--- config.mk ---
export PLATFORM = sky130hd
export DESIGN_NAME = ws281x_pix_sched
export DESIGN_NICKNAME = d
export VERILOG_FILES = /design/src/rtl/ws281x_sched_pkg.sv /design/src/rtl/ws281x_rr_arb.sv /design/src/rtl/ws281x_pix_sched.sv
export SDC_FILE = /design/constraint.sdc
export NUM_CORES = 1
export LEC_CHECK = 0
export BUFFER_PORTS_ARGS = -buffer_cell sky130_fd_sc_hd__buf_2
export CAP_MARGIN = 10
export CORE_MARGIN = 2
export CORE_UTILIZATION = 49
export CTS_CLUSTER_DIAMETER = 200
export DETAILED_ROUTE_END_ITERATION = 8
export PLACE_DENSITY = 0.79
export SKIP_LAST_GASP = 1
export SYNTH_ARGS = -nofsm -noshare
export SYNTH_HDL_FRONTEND = slang
export SYNTH_SLANG_ARGS = --single-unit
export TNS_END_PERCENT = 100
--- constraint.sdc ---
create_clock -name mclk -period 4.8 [get_ports mclk]
set_clock_uncertainty 0.1 [all_clocks]
set_input_delay 0.72 -clock mclk [delete_from_list [all_inputs] [get_ports mclk]]
set_output_delay 0.72 -clock mclk [all_outputs]
set_load 0.01 [all_outputs]
--- src/rtl/ws281x_sched_pkg.sv ---
// Shared types and default sizing for the WS281x pixel scheduler.
// Build option: WS281X_PIX_SCHED_GRB_EN selects {G,R,B} output ordering.
package ws281x_sched_pkg;

    localparam int NP_DEF = 2;
    localparam int AW_DEF = 8;
    localparam int LW_DEF = 8;

    typedef enum logic [1:0] {
        ST_ARB   = 2'd0,
        ST_FETCH = 2'd1,
        ST_PUSH  = 2'd2
    } sched_state_t;

endpackage

--- src/rtl/ws281x_rr_arb.sv ---
// Combinational round-robin arbiter: the search starts at the port after ptr
// and wraps, so the port at ptr itself has the lowest priority.
import ws281x_sched_pkg::*;

module ws281x_rr_arb #(
    parameter int NP = NP_DEF,
    parameter int PW = (NP > 1) ? $clog2(NP) : 1
) (
    input  logic [NP-1:0] req,
    input  logic [PW-1:0] ptr,
    output logic [NP-1:0] grant
);

    logic [PW-1:0] idx;
    logic          found;

    always_comb begin
        grant = '0;
        found = 1'b0;
        idx   = '0;
        for (int k = 1; k <= NP; k++) begin
            idx = PW'((int'(ptr) + k) % NP);
            if (!found && req[idx]) begin
                grant[idx] = 1'b1;
                found      = 1'b1;
            end
        end
    end

endmodule

--- src/rtl/ws281x_pix_sched.sv ---
// Pixel-RAM read scheduler feeding NP WS281x driver FIFOs, one pixel per grant.
// Build option: WS281X_PIX_SCHED_GRB_EN reorders pixel words to {G,R,B}.
import ws281x_sched_pkg::*;

module ws281x_pix_sched #(
    parameter int NP = NP_DEF,
    parameter int AW = AW_DEF,
    parameter int LW = LW_DEF
) (
    input  logic             mclk,
    input  logic             h_reset_n,
    input  logic [NP-1:0]    start,
    input  logic             abort,
    input  logic [NP*AW-1:0] base_addr,
    input  logic [NP*LW-1:0] pix_cnt,
    input  logic [NP-1:0]    fifo_full,
    output logic             mem_req,
    output logic [AW-1:0]    mem_addr,
    input  logic             mem_ack,
    input  logic [23:0]      mem_rdata,
    output logic [NP-1:0]    fifo_wr,
    output logic [23:0]      fifo_wdata,
    output logic [NP-1:0]    busy,
    output logic [NP-1:0]    done,
    output logic [1:0]       state_dbg
);

    localparam int PW = (NP > 1) ? $clog2(NP) : 1;

    // Memory handshake: mem_req rises with mem_addr valid and both stay
    // constant until the first cycle mem_ack is seen high; mem_rdata is taken
    // in that cycle and mem_req drops on the next edge.

    sched_state_t  state;
    logic [NP-1:0] busy_q;
    logic [NP-1:0] done_q;
    logic [NP-1:0] fifo_wr_q;
    logic          mem_req_q;
    logic [AW-1:0] mem_addr_q;
    logic [23:0]   fifo_wdata_q;
    logic [PW-1:0] rr_ptr;
    logic [PW-1:0] grant_idx;
    logic [AW-1:0] addr_q [NP];
    logic [LW-1:0] rem_q  [NP];

    logic [NP-1:0] arb_req;
    logic [NP-1:0] grant;
    logic [PW-1:0] grant_enc;

    function automatic logic [23:0] pix_order(input logic [23:0] rgb);
`ifdef WS281X_PIX_SCHED_GRB_EN
        pix_order = {rgb[15:8], rgb[23:16], rgb[7:0]};
`else
        pix_order = rgb;
`endif
    endfunction

    // A full FIFO only blocks new grants; a fetch already in flight completes.
    assign arb_req = busy_q & ~fifo_full;

    ws281x_rr_arb #(
        .NP (NP),
        .PW (PW)
    ) u_rr_arb (
        .req   (arb_req),
        .ptr   (rr_ptr),
        .grant (grant)
    );

    always_comb begin
        grant_enc = '0;
        for (int p = 0; p < NP; p++) begin
            if (grant[p]) grant_enc = PW'(p);
        end
    end

    always_ff @(posedge mclk or negedge h_reset_n) begin
        if (!h_reset_n) begin
            state        <= ST_ARB;
            busy_q       <= '0;
            done_q       <= '0;
            fifo_wr_q    <= '0;
            mem_req_q    <= 1'b0;
            mem_addr_q   <= '0;
            fifo_wdata_q <= '0;
            rr_ptr       <= PW'(NP - 1);
            grant_idx    <= '0;
            for (int p = 0; p < NP; p++) begin
                addr_q[p] <= '0;
                rem_q[p]  <= '0;
            end
        end else begin
            done_q    <= '0;
            fifo_wr_q <= '0;
            if (abort) begin
                busy_q    <= '0;
                mem_req_q <= 1'b0;
                state     <= ST_ARB;
            end else begin
                for (int p = 0; p < NP; p++) begin
                    if (start[p] && !busy_q[p]) begin
                        if (pix_cnt[p*LW +: LW] != '0) begin
                            busy_q[p] <= 1'b1;
                            addr_q[p] <= base_addr[p*AW +: AW];
                            rem_q[p]  <= pix_cnt[p*LW +: LW];
                        end else begin
                            done_q[p] <= 1'b1;
                        end
                    end
                end

                case (state)
                    ST_ARB: begin
                        if (|grant) begin
                            grant_idx  <= grant_enc;
                            rr_ptr     <= grant_enc;
                            mem_req_q  <= 1'b1;
                            mem_addr_q <= addr_q[grant_enc];
                            state      <= ST_FETCH;
                        end
                    end
                    ST_FETCH: begin
                        if (mem_ack) begin
                            mem_req_q            <= 1'b0;
                            fifo_wdata_q         <= pix_order(mem_rdata);
                            fifo_wr_q[grant_idx] <= 1'b1;
                            state                <= ST_PUSH;
                        end
                    end
                    ST_PUSH: begin
                        addr_q[grant_idx] <= addr_q[grant_idx] + 1'b1;
                        rem_q[grant_idx]  <= rem_q[grant_idx] - 1'b1;
                        if (rem_q[grant_idx] == LW'(1)) begin
                            busy_q[grant_idx] <= 1'b0;
                            done_q[grant_idx] <= 1'b1;
                        end
                        state <= ST_ARB;
                    end
                    default: state <= ST_ARB;
                endcase
            end
        end
    end

    assign mem_req    = mem_req_q;
    assign mem_addr   = mem_addr_q;
    assign fifo_wr    = fifo_wr_q;
    assign fifo_wdata = fifo_wdata_q;
    assign busy       = busy_q;
    assign done       = done_q;
    assign state_dbg  = state;

endmodule

==> results_dict.tcl, run 1 <==
set metrics [dict create \
    routed_wl_um 9880 \
    combPwrFrac 0.289 \
    dpl.cell_count 558 \
    fp.dieW_um 93.3 \
    relSlewSlack 0.276 \
    core_area_um2 7730 \
    crit_type "register to register" \
    placed_cell_area_um2 4480 \
    switching_share 0.333 \
    clock-sinks 75 \
    drt_iter0_markers 242 \
    r2r_end "addr_q[12]" \
    crit_fanout 34 \
    final_layout_size_suffix_gt1_frac 0.347 \
    arrival_ns 2.61 \
    layout_worst_path_cycle_share 0.515 \
    grt_usage 0.238 \
    fin_nets 534 \
    post-cts-setup-buffer-count 0 \
    ios 105 \
    syn_nets 437 \
    vias 3293 \
    ff2ff_setup_slack_ns 2.33 \
    synth_cell_type_count 67 \
    cpMaxStageDelayCell "or3b_1" \
    p_int_w 0.00136 \
    tightest_slew_ns 1.08 \
    syn_area_um2 3910 \
    fp.dieH_um 93.3 \
    routabilityCongestion 0.889 \
    antenna_found_initial 0 \
    yosysWarnings 0 \
    syn_avg_cell_area_um2 10.6 \
    post-dp-hpwl_um 7300 \
    die_area_um2 8710 \
    grt_pass1_vias 3301 \
    regToRegStartpoint "grant_idx" \
    slowest_delay_ns 0.67 \
    area_growth_pct 20.2 \
    ys_ff_latch 75 \
    drc 0 \
    clk_pin_slew_worst_paths_ns 0.08 \
    seqPwrFrac 0.444 \
    ir_worst_vdd_uv 180 \
    crit_required_ns 4.94 \
    synth_edf_count 0 \
    ant_nets 0 \
    finalSetupViolations 0 \
    final_util 0.609 \
    fill_cells 638 \
    cts-hold-fix-buffers 0 \
    grt_max_degree 52 \
    end_kind "register" \
    rows 32 \
    synthArstFlopShare 1.00 \
    stdcell_area_um2 4700 \
    grt_setup_unrepaired "false" \
    tns_ns 0 \
    holdWs_ns 0.247 \
    vias_per_cell 5.74 \
    cp_top_family "simple AND/OR/NAND/NOR gates" \
    hold_class "input port to asynchronous set/reset pin" \
    crit_chain "buf_4, or3b_1, nand2_1, o22a_1, o22a_1" \
    synth_ff_type "dfrtp_1" \
    synth-seq-area-share 0.480 \
    switching_power_w 0.000680 \
    p_leak_nw 2.15 \
    ctsLongestPathBuffers 2 \
    start_kind "register" \
    power_density_nw_per_um2 433 \
    max_freq_mhz 404 \
    gr-total-overflow 0 \
    cts_tree "built" \
    start_util 0.506 \
    clockRootBuffer "clkbuf_8" \
    diodes 0 \
    wl_per_cell_um 17.2 \
    rr_worst_depth 5 \
    maxCapViolCount 0 \
    syn_inst 370 \
    post_cts_resize_count 0 \
    numPortBuffers 104 \
    hold_viol 0 \
    period_minus_slack_ns 2.47 \
    cts.htree.levels 3 \
    fin_cells 574 \
    status "finished clean" \
    critPathBufInv 1 \
    dr.pass1.iters 4 \
    maxSlewViolCount 0 \
    grt_pass1_wl_um 16200 \
    crit_top_cell "o22a_1" \
    clock_latency_ns 0.35 \
    clkPwrFrac 0.268 \
    cts_made_buffers 9 \
]
[logic make-up (layout without fill, tap and decap cells)]
family / count (synthesis) / after routing / synth area share
flops: 75 / 75 / 0.480
buf+inv: 30 / 132 / 0.0349
simple gates: 98 / 98 / 0.142
fa+ha+maj: 3 / 3 / 0.00960
compound gates: 109 / 109 / 0.186
mux: 46 / 46 / 0.127
xor+xnor: 9 / 9 / 0.0202
[final cells by class]
type	instances	area (µm²)	area share
multi-input cells	265	1900	0.403
flip-flops and latches	75	1880	0.399
repair buffers	107	543	0.115
well taps	102	128	0.0271
clock buffers	9	124	0.0263
clock inverters	7	100	0.0213
inverters	9	33.8	0.00718
[state kept, by name, summed over array words and instances, names as in the netlist]
register	count
done	2
rr_ptr	1
addr_q	16
grant_idx	1
busy	2
fifo_wdata	24
state_dbg	2
mem_addr	8
mem_req	1
fifo_wr	2
rem_q	16
[through the flow]
stage | total power (W) | worst slack (ns)
finish | 0.00204 | 2.33
detailed placement | 0.00150 | 2.14
floorplan | 0.00127 | 2.78
CTS | 0.00205 | 2.35
global route | 0.00216 | 2.16
global placement | 0.00148 | 2.21
[routing by layer]
layer,wire (µm),up-vias,global-route usage
met2,4930,115,0.406
met5,0,-,0
met4,148,0,0.0711
met3,594,17,0.0451
met1,4210,1587,0.306
li1,-,1574,-
[cells in the mapped netlist, types with 3 or more instances]
master,instances,area share
a2bb2oi_1,4,0.0090
a21oi_1,28,0.036
nor4_2,6,0.019
o21ai_1,16,0.020
nor2b_1,5,0.0080
o221ai_1,3,0.0067
xor2_1,5,0.011
nand2b_1,3,0.0048
a22oi_1,3,0.0058
xnor2_1,4,0.0090
a221o_1,3,0.0077
o31ai_1,4,0.0077
inv_1,9,0.0086
clkbuf_1,7,0.0067
dfrtp_1,74,0.47
mux2_2,25,0.072
buf_4,3,0.0058
nor3_1,4,0.0051
o21ai_0,11,0.014
or4_1,3,0.0058
buf_2,9,0.012
mux2i_1,19,0.049
nand4_1,3,0.0048
ha_1,3,0.0096
nor2_1,15,0.014
nand3_1,12,0.015
a22o_1,4,0.0090
o22ai_1,8,0.013
nand2_1,31,0.030
[placed cells by master (no fill, tap or decap), drive strengths merged, types with 5 or more instances in the layout]
cell type  instances
buf              107
nor2b              5
o21ai             28
o31ai              5
a21oi             28
mux2              27
nor4               7
nor3               5
clkbuf             9
inv               11
dfrtp             74
o22ai              8
nand3             12
xor2               5
mux2i             19
nor2              15
nand2             31
[power groups by stage]
stage                     logic (W)  clock network, W  registers [W]
after floorplan            0.000334                 0       0.000939
after global placement     0.000572                 0       0.000908
after detailed placement   0.000589                 0       0.000916
after CTS                  0.000592          0.000553       0.000904
after global routing       0.000653          0.000579       0.000926
final                      0.000589          0.000545       0.000905
[how the worst max path moves through the flow]
stage	end	from	cells after the start	slack, ns
detailed placement	rem_q[11]	abort	4	2.14
global route	addr_q[12]	grant_idx	5	2.16
CTS	addr_q[12]	grant_idx	5	2.35
floorplan	addr_q[12]	grant_idx	9	2.78
finish	addr_q[12]	grant_idx	5	2.33
global placement	rem_q[11]	abort	4	2.21
No activity file was read; power rests on OpenSTA's default activity.
==> run 2: changes to the inputs <==
ABC_AREA = 1   (was unset)
PLACE_DENSITY = 0.81   (was 0.79)
clock period = 2.2 ns   (was 4.8 ns; I/O delays follow)
==> results_dict.tcl, run 2 <==
set metrics [dict create \
    ios 105 \
    end_kind "register" \
    crit_fanout 28 \
    synthTopCellsByCount "nand2_1, dfrtp_1, nand3_1" \
    start_util 0.504 \
    fp.dieH_um 98.7 \
    synth_top_family_by_area "simple AND/OR/NAND/NOR gates" \
    grt_setup_unrepaired "false" \
    cts.htree.levels 3 \
    grt_usage 0.257 \
    synthArstFlopShare 1.00 \
    wl_per_cell_um 14.0 \
    synth_mux_area_frac 0 \
    ir_worst_vdd_uv 503 \
    period_minus_slack_ns 1.91 \
    numPortBuffers 104 \
    layout_commonest_cell "nand2_1" \
    rr_worst_depth 10 \
    clockRootBuffer "clkbuf_8" \
    crit_required_ns 2.34 \
    syn_avg_cell_area_um2 6.91 \
    ff2ff_setup_slack_ns 0.29 \
    final_util 0.602 \
    arrival_ns 2.05 \
    layout_worst_path_cycle_share 0.869 \
    area_growth_pct 19.5 \
    synth_cell_type_count 30 \
    holdWs_ns 0.0639 \
    fp.dieW_um 98.7 \
    crit_type "register to register" \
    grt_pass1_vias 4286 \
    finalSetupViolations 0 \
    tightest_slew_ns 0.583 \
    cts_tree "built" \
    ctsLongestPathBuffers 2 \
    synth_fa_ha_area_frac 0.00854 \
    max_freq_mhz 523 \
    power_density_nw_per_um2 881 \
    yosysMostFrequentCell "nand2_1" \
    critPathCapture "addr_q[12]" \
    p_leak_nw 2.91 \
    dpl.cell_count 838 \
    maxSlewViolCount 0 \
    ys_ff_latch 75 \
    hold_class "input port to register" \
    gr-total-overflow 0 \
    yosysTopAreaCellShare 0.422 \
    core_area_um2 8720 \
    antenna_found_initial 0 \
    status "finished clean" \
    cp-startpoint "grant_idx" \
    maxCapViolCount 0 \
    ant_nets 0 \
    clock-sinks 75 \
    cts_made_buffers 9 \
    grt_max_degree 44 \
    regToRegStartpoint "grant_idx" \
    syn_area_um2 4390 \
    synth-seq-area-share 0.428 \
    synth-simple-area-share 0.382 \
    die_area_um2 9740 \
    syn_inst 636 \
    relSlewSlack 0.609 \
    synth-compound-area-share 0.0812 \
    vias 4469 \
    dr.pass1.iters 5 \
    fin_nets 809 \
    synth_ff_type "dfrtp_1" \
    worstHoldPathCells 3 \
    final_layout_size_suffix_gt1_frac 0.221 \
    yosysTopAreaCell "dfrtp_1" \
    routed_wl_um 12000 \
    largest_reg_flops 24 \
    routabilityCongestion 0.982 \
    synth.area.top_cells "dfrtp_1, nand2_1, nand3_1, inv_1, nor2_1" \
    clock_latency_ns 0.35 \
    r2r_end "addr_q[12]" \
    diodes 0 \
    rows 34 \
    final_cell_mix "nand2_1, buf_2, nand3_1, dfrtp_1, inv_1" \
    hold_viol 0 \
    drt_iter0_markers 253 \
    start_kind "register" \
    yosysWarnings 0 \
    fill_cells 775 \
    drc 0 \
    vias_per_cell 5.23 \
    yosys.area_share.xor_xnor 0.00199 \
    tns_ns 0 \
    grt_pass1_wl_um 20100 \
    clk_pin_slew_worst_paths_ns 0.09 \
    fin_cells 855 \
    post-dp-hpwl_um 8890 \
    synth_edf_count 0 \
    syn_nets 703 \
]
## run 2: worst max-delay path: stages (launching register included)
cell and delay (ns):
dfrtp_1 0.41, buf_12 0.19, inv_8 0.14, nand2_1 0.09, nand2_2 0.09, ha_1 0.18, nand3_1 0.14, o21ai_1 0.20
nand3_1 0.11, nand3_1 0.10, o21ai_1 0.07
## run 2: worst min-delay path by stage
stage	from	endpoint	slack, ns
3_5_place_dp	h_reset_n	rem_q[15]	0.21
3_3_place_gp	h_reset_n	rem_q[14]	0.21
5_1_grt	mem_rdata[9]	fifo_wdata[9]	0.06
4_1_cts	mem_rdata[18]	fifo_wdata[18]	0.05
6_report	mem_rdata[18]	fifo_wdata[18]	0.06
2_1_floorplan	h_reset_n	addr_q[0]	-0.07
## run 2: cells by family (layout without fill, tap and decap cells)
group,count (synthesis),count (layout)
DFF,75,75
buffers and inverters,96,207
adders and majority gates,3,3
AOI/OAI and AO/OA,66,66
xor gates and xnor gates,1,1
and+or+nand+nor,395,395
## run 2: repair_timing
| action | CTS | global route |
|---|---|---|
| hold endpoints to repair | 31 | 0 |
| hold buffers | 1 | 0 |
| buffers inserted | 0 | 0 |
| endpoints found under the setup margin | 0 | 1 |
| gates resized for setup | 0 | 1 |
## run 2: layout make-up
type	count	area, µm²	share of cell area
clock buffer	10	128	0.0243
clock inverter	6	88.8	0.0169
inverter	74	285	0.0544
multi-input combinational	465	2080	0.397
sequential	75	1880	0.358
tap	108	135	0.0258
timing repair buffer	117	648	0.124
## run 2: per-stage QoR
step           setup slack, ns  total power, W  area, µm²
3_3_place_gp             0.221         0.00340       5020
5_1_grt                  0.113         0.00493       5250
3_5_place_dp             0.166         0.00344       5020
2_1_floorplan            0.564         0.00293       4390
4_1_cts                  0.219         0.00463       5250
6_report                 0.288         0.00462       5250
## run 2: routing by layer
metal / wire length, µm / up-vias / global-route usage / share of wire
met5: 0 / - / 0 / 0
met4: 274 / 0 / 0.104 / 0.023
met3: 1080 / 19 / 0.0638 / 0.091
met2: 5290 / 215 / 0.392 / 0.44
met1: 5310 / 2037 / 0.352 / 0.44
li1: - / 2198 / - / -
## run 2: power breakdown
group	switching, W	internal (W)
logic	0.000954	0.000573
clock network	0.000546	0.000641
registers	0.000221	0.00169
total	0.00172	0.00290
==> run 3: changes to the inputs <==
CORE_ASPECT_RATIO = 1.1   (was unset)
==> results_dict.tcl, run 3 (synthesis results as in run 2) <==
set metrics [dict create \
    regToRegStartpoint "grant_idx" \
    fp.dieW_um 94.3 \
    maxSlewViolCount 0 \
    drc 0 \
    vias 4637 \
    grt_pass1_wl_um 20200 \
    wl_per_cell_um 14.5 \
    post_cts_resize_count 0 \
    p_leak_nw 2.95 \
    core_area_um2 8780 \
    max_freq_mhz 497 \
    clk_pin_slew_worst_paths_ns 0.09 \
    final_util 0.604 \
    arrival_ns 2.14 \
    rows 36 \
    worstHoldStart "mem_rdata[21]" \
    ir_worst_vdd_uv 574 \
    finalSetupViolations 0 \
    final_cell_mix "nand2_1, buf_2, nand3_1, dfrtp_1, inv_1" \
    antenna_found_initial 0 \
    cp-startpoint "grant_idx" \
    routabilityCongestion 0.963 \
    status "finished clean" \
    tightest_slew_ns 0.614 \
    ctsLongestPathBuffers 2 \
    final_layout_size_suffix_gt1_frac 0.227 \
    start_util 0.500 \
    layout_worst_path_cycle_share 0.914 \
    clockRootBuffer "clkbuf_8" \
    hold_class "input port to register" \
    numPortBuffers 104 \
    start_kind "register" \
    post-dp-hpwl_um 9180 \
    grt_setup_unrepaired "false" \
    crit_required_ns 2.33 \
    fin_nets 816 \
    layout_commonest_cell "nand2_1" \
    cts_made_buffers 9 \
    cts_tree "built" \
    relSlewSlack 0.588 \
    period_minus_slack_ns 2.01 \
    area_growth_pct 20.7 \
    vias_per_cell 5.34 \
    dr.pass1.iters 5 \
    ant_nets 0 \
    drt_iter0_markers 399 \
    maxCapViolCount 0 \
    grt_pass1_vias 4401 \
    grt_max_degree 37 \
    fp.dieH_um 103 \
    power_density_nw_per_um2 884 \
    gr-total-overflow 0 \
    end_kind "register" \
    crit_fanout 17 \
    largest_reg_flops 24 \
    hold_viol 0 \
    routed_wl_um 12500 \
    crit_type "register to register" \
    grt_usage 0.269 \
    diodes 0 \
    ios 105 \
    tns_ns 0 \
    clock_latency_ns 0.35 \
    clock-sinks 75 \
    cts.htree.levels 3 \
    die_area_um2 9740 \
]
## run 3: layout make-up
| class | count | area, µm² |
|---|---|---|
| clock buffer | 11 | 141 |
| clock inverter | 5 | 85.1 |
| fill | 845 | 3480 |
| inverter | 74 | 285 |
| multi-input combinational | 465 | 2080 |
| sequential | 75 | 1880 |
| tap | 114 | 143 |
| timing repair buffer | 124 | 688 |
## run 3: timing repair
action / 4_1_cts / 5_1_grt
hold endpoints to repair: 32 / 0
buffers inserted: 0 / 0
hold buffers: 1 / 0
## run 3: through the flow
stage               area [µm²]  power, W  instances  setup WS [ns]  hold slack [ns]
finish                    5300   0.00469        868          0.190           0.0663
CTS                       5300   0.00469        868          0.208           0.0565
detailed placement        5070   0.00346        851       -0.00888            0.226
global placement          5070   0.00341        851       -0.00332            0.225
floorplan                 4390   0.00293        636          0.564          -0.0656
global route              5300   0.00499        868         0.0205           0.0646
## run 3: worst paths after layout
| kind | end | slack, ns | cells past startpoint |
|---|---|---|---|
| hold / removal | fifo_wdata[21] | 0.07 | 3 |
| setup / recovery | addr_q[0] | 0.19 | 9 |
| min in group asynchronous | rem_q[4] | 0.37 | 2 |
| hold reg to reg | rr_ptr | 0.37 | 2 |
| max in group asynchronous | rr_ptr | 1.03 | 3 |
| setup reg to reg | addr_q[0] | 0.19 | 9 |
## run 3: routing by layer
layer / vias up / part of all wire / GRT usage
met5: - / 0 / 0
met4: 0 / 0.031 / 0.104
met3: 36 / 0.10 / 0.0522
met2: 265 / 0.46 / 0.451
met1: 2122 / 0.41 / 0.347
li1: 2214 / - / -
## run 3: worst max-delay path, stage by stage (launching register included)
cell	delay (ns)
dfrtp_1	0.69
inv_8	0.14
nor2_4	0.24
inv_2	0.20
nand2_1	0.13
nand2_1	0.12
inv_1	0.11
nand2_1	0.05
nand2_1	0.05
nand2_1	0.05
## run 3: where the power goes
part / switching [W] / total, W / internal, W / leakage, nW
combinational: 0.000956 / 0.00154 / 0.000586 / 1.91
clock: 0.000550 / 0.00123 / 0.000677 / 0.110
sequential: 0.000229 / 0.00192 / 0.00169 / 0.931
total: 0.00174 / 0.00469 / 0.00295 / 2.95
